File: src/rtl/wash_pkg.sv
// Shared definitions for the wash controller timebase: phase state encoding
// and the duration-register select codes.
package wash_pkg;

    localparam logic [2:0] ENC_IDLE  = 3'd0;
    localparam logic [2:0] ENC_RUN_C = 3'd1;
    localparam logic [2:0] ENC_RUN_S = 3'd2;
    localparam logic [2:0] ENC_EXP_C = 3'd3;
    localparam logic [2:0] ENC_EXP_S = 3'd4;

    typedef enum logic [2:0] {
        ST_IDLE  = ENC_IDLE,
        ST_RUN_C = ENC_RUN_C,
        ST_RUN_S = ENC_RUN_S,
        ST_EXP_C = ENC_EXP_C,
        ST_EXP_S = ENC_EXP_S
    } phase_state_e;

    localparam logic CFG_SEL_CYCLE = 1'b0;
    localparam logic CFG_SEL_SPIN  = 1'b1;

endpackage

File: src/rtl/tick_prescaler.sv
// Clock prescaler: counts 0..TICK_DIV-1 while run is high and flags the
// rollover cycle. clr restarts the count so a freshly loaded phase always
// gets a full first tick period.
module tick_prescaler #(
    parameter int unsigned TICK_DIV = 100
) (
    input  logic clk,
    input  logic reset,
    input  logic run,
    input  logic clr,
    output logic tick
);

    localparam int unsigned PW = (TICK_DIV > 1) ? $clog2(TICK_DIV) : 1;
    localparam logic [PW-1:0] LAST = PW'(TICK_DIV - 1);

    logic [PW-1:0] count;

    // Rollover strobe: combinational so the owner can act on the same edge.
    assign tick = run && (count == LAST);

    // Count register: cleared on load, frozen while not running.
    always_ff @(posedge clk or posedge reset) begin
        if (reset) begin
            count <= '0;
        end else if (clr) begin
            count <= '0;
        end else if (run) begin
            count <= (count == LAST) ? '0 : count + PW'(1);
        end
    end

endmodule

File: src/rtl/wash_phase_timer.sv
// Agitate/spin phase timer for the wash controller. Loads a programmable
// duration on phase entry, counts it down one step per prescaler tick and
// holds a timeout flag until the controller leaves the phase.
module wash_phase_timer
    import wash_pkg::*;
#(
    parameter int unsigned TICK_DIV    = 100,
    parameter int unsigned CNT_W       = 16,
    parameter int unsigned CYCLE_TICKS = 600,
    parameter int unsigned SPIN_TICKS  = 300
) (
    input  logic             clk,
    input  logic             reset,
    input  logic             cycle_en,
    input  logic             spin_en,
    input  logic             pause,
    input  logic             cfg_we,
    input  logic             cfg_sel,
    input  logic [CNT_W-1:0] cfg_data,
    output logic             cycle_timeout,
    output logic             spin_timeout,
    output logic             busy,
    output logic [CNT_W-1:0] remaining,
    output logic             tick,
    output phase_state_e     state_dbg
);

    phase_state_e     state, state_nxt;
    logic [CNT_W-1:0] dur_c, dur_s;
    logic [CNT_W-1:0] rem_nxt;
    logic             busy_nxt, cto_nxt, sto_nxt, tick_nxt;
    logic             load, wrap, phase_en, is_cycle;

    assign state_dbg = state;

    tick_prescaler #(
        .TICK_DIV (TICK_DIV)
    ) u_prescaler (
        .clk   (clk),
        .reset (reset),
        .run   (busy & ~pause),
        .clr   (load),
        .tick  (wrap)
    );

    // Duration registers: writes only change what the next phase load picks up.
    always_ff @(posedge clk or posedge reset) begin
        if (reset) begin
            dur_c <= CNT_W'(CYCLE_TICKS);
            dur_s <= CNT_W'(SPIN_TICKS);
        end else if (cfg_we) begin
            if (cfg_sel == CFG_SEL_SPIN) dur_s <= cfg_data;
            else                         dur_c <= cfg_data;
        end
    end

    // State and registered outputs.
    always_ff @(posedge clk or posedge reset) begin
        if (reset) begin
            state         <= ST_IDLE;
            remaining     <= '0;
            busy          <= 1'b0;
            cycle_timeout <= 1'b0;
            spin_timeout  <= 1'b0;
            tick          <= 1'b0;
        end else begin
            state         <= state_nxt;
            remaining     <= rem_nxt;
            busy          <= busy_nxt;
            cycle_timeout <= cto_nxt;
            spin_timeout  <= sto_nxt;
            tick          <= tick_nxt;
        end
    end

    // Next-state, down-counter and output decode.
    always_comb begin
        state_nxt = state;
        rem_nxt   = remaining;
        busy_nxt  = busy;
        cto_nxt   = cycle_timeout;
        sto_nxt   = spin_timeout;
        tick_nxt  = 1'b0;
        load      = 1'b0;
        is_cycle  = (state == ST_RUN_C);
        phase_en  = is_cycle ? cycle_en : spin_en;

        case (state)
            ST_IDLE: begin
                rem_nxt  = '0;
                busy_nxt = 1'b0;
                cto_nxt  = 1'b0;
                sto_nxt  = 1'b0;
                // Cycle wins when both enables are high.
                if (cycle_en) begin
                    state_nxt = ST_RUN_C;
                    rem_nxt   = dur_c;
                    busy_nxt  = 1'b1;
                    load      = 1'b1;
                end else if (spin_en) begin
                    state_nxt = ST_RUN_S;
                    rem_nxt   = dur_s;
                    busy_nxt  = 1'b1;
                    load      = 1'b1;
                end
            end

            ST_RUN_C, ST_RUN_S: begin
                if (!phase_en) begin
                    // Abort: the controller left the phase early, no timeout.
                    state_nxt = ST_IDLE;
                    rem_nxt   = '0;
                    busy_nxt  = 1'b0;
                end else if ((remaining == '0) ||
                             (wrap && (remaining == CNT_W'(1)))) begin
                    // Expiry, either a zero-length load or the final tick.
                    state_nxt = is_cycle ? ST_EXP_C : ST_EXP_S;
                    rem_nxt   = '0;
                    busy_nxt  = 1'b0;
                    tick_nxt  = wrap;
                    if (is_cycle) cto_nxt = 1'b1;
                    else          sto_nxt = 1'b1;
                end else if (wrap) begin
                    tick_nxt = 1'b1;
                    rem_nxt  = remaining - CNT_W'(1);
                end
            end

            ST_EXP_C: begin
                if (!cycle_en) begin
                    state_nxt = ST_IDLE;
                    cto_nxt   = 1'b0;
                end
            end

            ST_EXP_S: begin
                if (!spin_en) begin
                    state_nxt = ST_IDLE;
                    sto_nxt   = 1'b0;
                end
            end

            default: begin
                state_nxt = ST_IDLE;
                rem_nxt   = '0;
                busy_nxt  = 1'b0;
                cto_nxt   = 1'b0;
                sto_nxt   = 1'b0;
            end
        endcase
    end

endmodule

File: config.mk
export PLATFORM = sky130hd
export DESIGN_NAME = wash_phase_timer
export DESIGN_NICKNAME = d
export VERILOG_FILES = /design/src/rtl/wash_pkg.sv /design/src/rtl/tick_prescaler.sv /design/src/rtl/wash_phase_timer.sv
export SDC_FILE = /design/constraint.sdc
export NUM_CORES = 1
export LEC_CHECK = 0
export ABC_AREA = 1
export CAP_MARGIN = 20
export CORE_ASPECT_RATIO = 0.75
export CORE_MARGIN = 2
export CORE_UTILIZATION = 62
export CTS_CLUSTER_DIAMETER = 100
export DETAILED_ROUTE_END_ITERATION = 10
export DONT_BUFFER_PORTS = 1
export PLACE_DENSITY = 0.88
export SYNTH_ARGS = -nofsm -noshare
export SYNTH_HDL_FRONTEND = slang
export SYNTH_SLANG_ARGS = --single-unit
File: constraint.sdc
create_clock -name clk -period 4.8 [get_ports clk]
set_input_delay 0.24 -clock clk [delete_from_list [all_inputs] [get_ports clk]]
set_output_delay 0.24 -clock clk [all_outputs]
set_load 0.01 [all_outputs]
-- Yosys cells after proc, flatten, opt, wreduce, memory -nomap -nowiden
Cells that the tools add are included.
- reductions and logical operators: 15
- bitwise gates (word level): 6
- eq/ne operators: 15
- multiplexer cells: 38
- add/subtract/negate cells: 2
- operators with widths (kind ; number):
    2-to-1 mux 16 bit ; 5
    case mux 16 bit (3 select lines) ; 1
    2-to-1 mux 3 bit ; 7
    2-to-1 mux 7 bit ; 3
    2-to-1 mux 1 bit ; 18
    equality test 16 x 1 -> 1 bit, second input constant ; 1
    logical NOT 16 bit ; 1
    subtractor 16 x 1 -> 16 bit, second input constant ; 1
    != test 2 bit, second input constant ; 6
    case mux 3 bit (4 select lines) ; 1
    AND reduction 5 bit ; 2
    case mux 1 bit (3 select lines) ; 3
    AND reduction 2 bit ; 4
    adder 7 x 1 -> 7 bit, second input constant ; 1
    equality test 7 bit, second input constant ; 1
    equality test 3 x 2 -> 1 bit, second input constant ; 2
    != test 3 bit, second input constant ; 2
    NOT 1 bit ; 5
    != test 4 bit, second input constant ; 1
    AND reduction 4 bit ; 1
    OR reduction 2 bit ; 2
    equality test 3 x 1 -> 1 bit, second input constant ; 1
    equality test 3 bit, second input constant ; 1
    logical NOT 3 bit ; 1
    other kinds (4) ; 5
- flip-flop bits (word level): 62
- output and inout bits: 23

-- Longest topological paths before layout
- depth in word-level cells: 8
- depth in mapped cells: 13

-- Cells and area by module
From an unflattened synthesis, not the netlist that was laid out.
- cell total of the unflattened synthesis: 478
- area, all modules: 3547.2 um^2
- by module, submodules not included (module ; area each (um^2) ; cells an instance ; instances ; sequential area each (um^2)):
    wash_phase_timer ; 3072.9 ; 407 ; 1 ; 1386.3
    tick_prescaler ; 474.2 ; 71 ; 1 ; 175.2

-- Worst setup path after synthesis
Ideal clock, no wire load.
- path kind: reg-to-reg
- start point: register remaining[0]
- end point: register remaining[8]
- required time: 4684 ps
- setup slack: 3060 ps
- cell stages (with the launch flop): 13
- library setup time: 116 ps
- arrival time: 1624 ps
- clock period less this slack: 1740 ps
- cells stage by stage: dfrtp_1 > inv_1 > ha_1 > nand2_2 > nor2_4 > inv_2 > nand2_2 > nand2_4 > nand3_2 > nand2_2 > buf_6 > nand2_1 > nand2_1
- word-level cells in the longest chain between the ends: 6
- elaborated cells between the ends (all ways): 11
- those cells by class: 1 x add/sub; 2 x eq/ne; 4 x mux; 4 x reduce/logical
- ends and longest elaborated chain (item ; RTL line ; source):
    start, declared ; wash_phase_timer.sv:23 ; output logic [CNT_W-1:0] remaining,
    start signal, assigned ; wash_phase_timer.sv:68 ; remaining <= rem_nxt;
    branches (longest 6 deep; another with subtractor 16 x 1 -> 16 bit) ; -- ;
Parallel ways; which one is timed is not known. The select of a mux whose other input is x is not followed.
A chain may end at the register's enable or synchronous reset.

-- Final worst setup path
- start point: register state[0] (netlist: state_dbg[0])
- end point: register remaining[8]
- word-level cells in the longest chain between the ends: 4
- elaborated cells between the ends (all ways): 13
- those cells by class: 5 x eq/ne; 3 x mux; 1 x bitwise; 4 x reduce/logical
- ends and longest elaborated chain (item ; RTL line ; source):
    start, declared ; wash_phase_timer.sv:28 ; phase_state_e state, state_nxt;
    start signal, assigned ; wash_phase_timer.sv:67 ; state <= state_nxt;
    equality test 3 x 1 -> 1 bit, or another cell as far along ; wash_phase_timer.sv:85, wash_phase_timer.sv:88 ;
    2-to-1 mux 1 bit, or another cell as far along ; wash_phase_timer.sv:86 ; phase_en = is_cycle ? cycle_en : spin_en;
    2-to-1 mux 16 bit, or another cell as far along ; wash_phase_timer.sv:109 ; if (!phase_en) begin
    case mux 16 bit (3 select lines) / AND reduction 2 bit (equally long branches) ; -- ;
Several ways; a longest one is shown, not always the timed one.

==> flow_summary.yaml <==
global_route:
  grt_max_degree: 63
  antenna_found_initial: 0
  grt_pass1_vias: 2601
  grt_pass1_wl_mm: 12.5
  grt_overflow: 0
  grt_usage: 0.275
power:
  p_switching_uw: 1020
  p_sw_frac: 0.474
  power_frac_clock: 0.188
  power_density_mw_per_mm2: 600
  ir_drop_uv: 276
  p_total_uw: 2150
  p_int_uw: 1130
  power_frac_seq: 0.373
  p_leak_uw: 0.00185
  comb_power_share: 0.439
worst_setup_path:
  cp-start-kind: "flop"
  r2r_end: "remaining[8]$_DFFE_PP0P_"
  crit_path_max_fanout: 16
  cp_common_cell: "nand2_1"
  critPathCaptureType: "flop"
  crit_chain: "nor2_2 > nand2_2 > nor2_1 > a22oi_1 > nand2_1 > nand2_1 > nand2_1"
  ff2ff_setup_slack_ps: 2670
  crit_start: "state_dbg[0]$_DFFE_PP0P_"
  endpoint: "remaining[8]$_DFFE_PP0P_"
  reg2regPathDepth: 7
  r2r-start: "state_dbg[0]$_DFFE_PP0P_"
  critPathKind: "flop to flop"
  arrival_ps: 2420
  slowest_stage: "nor2_1"
  required_ps: 5090
  worst_path_largest_cell_delay_ps: 740
clock_tree:
  ctsHtreeMaxLevel: 3
  ctsResizeCount: 0
  clock_latency_ps: 350
  cts_sinks: 62
  clockRootBuffer: "clkbuf_8"
  cts.clk_slew.worst_paths_ps: 70
  clk_path_buf_depth: 2
  post_cts_buffers: 0
  cts_buffers: 9
  cts_hold_buf: 0
  cts_tree: "yes"
routing:
  antenna_left: 0
  drc: 0
  dr.pass1.iters: 5
  via_per_inst: 5.68
  vias: 2965
  routed_wl_mm: 7.51
  routedWlPerCell_um: 14.4
  drtIter0Drc: 232
synth:
  synth_nets: 468
  yosys.cell_types.count: 34
  ys_top_cells_by_count: "nand2_1, dfrtp_1, inv_1"
  netlist_area_mm2: 0.00338
  synth_top_area_frac: 0.400
  synth-main-ff-cell: "dfrtp_1"
  synth.yosys.warnings: 0
  ys_async_sr_fraction: 1.00
  postSynthAreaPerCell_um2: 7.65
  synth_area_leaders: "dfrtp_1, nand2_1, dfstp_2, o21ai_0, inv_1"
  ys_seq_elements: 62
  netlist_instances: 442
  ys_seq_area_frac: 0.462
  yosysMostFrequentCell: "nand2_1"
  synth_edf_count: 0
  yosysTopAreaCell: "dfrtp_1"
timing:
  layout_setup_ws_ps: 2670
  worst_hold_slack_ps: -6.26
  drv_slew: 0
  tns_ps: 0
  fmax_ghz: 0.470
  finClkSkew_ps: 5.77
  timing.slew.headroom: 0.363
  rsz0062_at_grt: "no"
  min_period_ps: 2130
  setup_viol: 0
  fin_crit_sh: 0.443
  tightest_slew_ps: 952
  finalHoldViolCount: 4
cells_and_area:
  areaGrowthSynthToFinish_pct: 6.14
  multi_input_area_mm2: 0.00158
  fillers: 453
  drive_gt1_frac: 0.107
  diodes: 0
  seq_area_mm2: 0.00156
  nets: 468
floorplanning:
  die_area_mm2: 0.00607
  rows: 23
  io_pins: 46
  die_y_um: 68.0
  initial_core_util: 0.639
  fp.coreArea_mm2: 0.00530
  die_w_um: 89.3
status:
  violations: "hold timing"
  outcome: "complete, but fails checks"
placed_design:
  gp_congestion: 0.871
  place_ws_ps: 2700
  io_buffer_count: 0
  dp_hpwl_mm: 5.28
min_path:
  hold_class: "input port to asynchronous set/reset pin"
job:
  maxCapViolations: 0
==> layout make-up <==
| cell class | instances | share of cell area |
|---|---|---|
| multi-input combinational | 322 | 0.440 |
| sequential | 62 | 0.435 |
| inverter | 46 | 0.0481 |
| clock buffer | 9 | 0.0345 |
| tap | 75 | 0.0261 |
| clock inverter | 7 | 0.0139 |
| timing repair buffer | 1 | 0.00209 |
==> worst min-delay path by stage <==
stage               slack (ps)                       end        start  cells past startpoint
floorplan                  370      dur_c[3]$_DFFE_PP1P_  cfg_data[3]                      2
global placement           370      dur_c[4]$_DFFE_PP1P_  cfg_data[4]                      2
detailed placement         380      dur_s[5]$_DFFE_PP1P_  cfg_data[5]                      2
CTS                        0.1      dur_s[5]$_DFFE_PP1P_  cfg_data[5]                      2
global route                20      dur_c[9]$_DFFE_PP1P_  cfg_data[9]                      2
finish                      -6  spin_timeout$_DFFE_PP0P_        reset                      2
==> metrics by stage <==
stage	util	cell area, um^2	std cells	hold WS (ps)
floorplan	-	3380	442	367
detailed placement	0.645	3420	506	379
global route	0.678	3590	522	16.4
finish	0.678	3590	522	-6.26
global placement	0.645	3420	506	370
CTS	0.678	3590	522	0.133
==> power by group through the flow <==
stage | clock (uW) | sequential (uW) | combinational [uW]
floorplan | 0 | 768 | 804
global placement | 0 | 806 | 904
detailed placement | 0 | 809 | 928
finish | 405 | 803 | 945
CTS | 413 | 800 | 935
global route | 435 | 817 | 1080
==> state kept, by name, summed over array words and instances (netlist names) <==
signal / flops
u_prescaler.count: 7
cycle_timeout: 1
state_dbg: 3
tick: 1
spin_timeout: 1
busy: 1
dur_s: 16
remaining: 16
dur_c: 16
==> routing by layer <==
layer	track usage	vias to the layer above	routed length (um)
met4	0.101	0	133
met3	0.0917	15	808
met5	0	-	0
met1	0.402	1373	3370
met2	0.380	145	3190
li1	-	1432	-
==> layout by cell type (no fill, tap or decap), types with 4 or more instances in the layout <==
cell type and n:
inv_1 42, a22oi_1 13, clkbuf_8 9, dfstp_2 8, nand3_1 30, nor3_1 6, dfrtp_1 54, o21ai_0 40
nor2_1 28, nand4_1 5, nand2_2 5, nand2_4 4, xor2_1 5, a21oi_1 4, nand2_1 157, inv_2 4
==> cell families after synthesis <==
logic type,after synthesis,share of synthesized area
buffers and inverters,58,0.0710
and+or+nand+nor,247,0.324
xor gates and xnor gates,8,0.0207
AOI/OAI and AO/OA,64,0.111
adders and majority gates,3,0.0111
DFF,62,0.462
==> critical path: cells and delay by family (launching register included) <==
family | cells | cell delay, ps
flip-flops | 1 | 470
AND/OR/NAND/NOR | 6 | 1350
AO/OA/AOI/OAI | 1 | 260
Power figures use the tool's default switching activity.
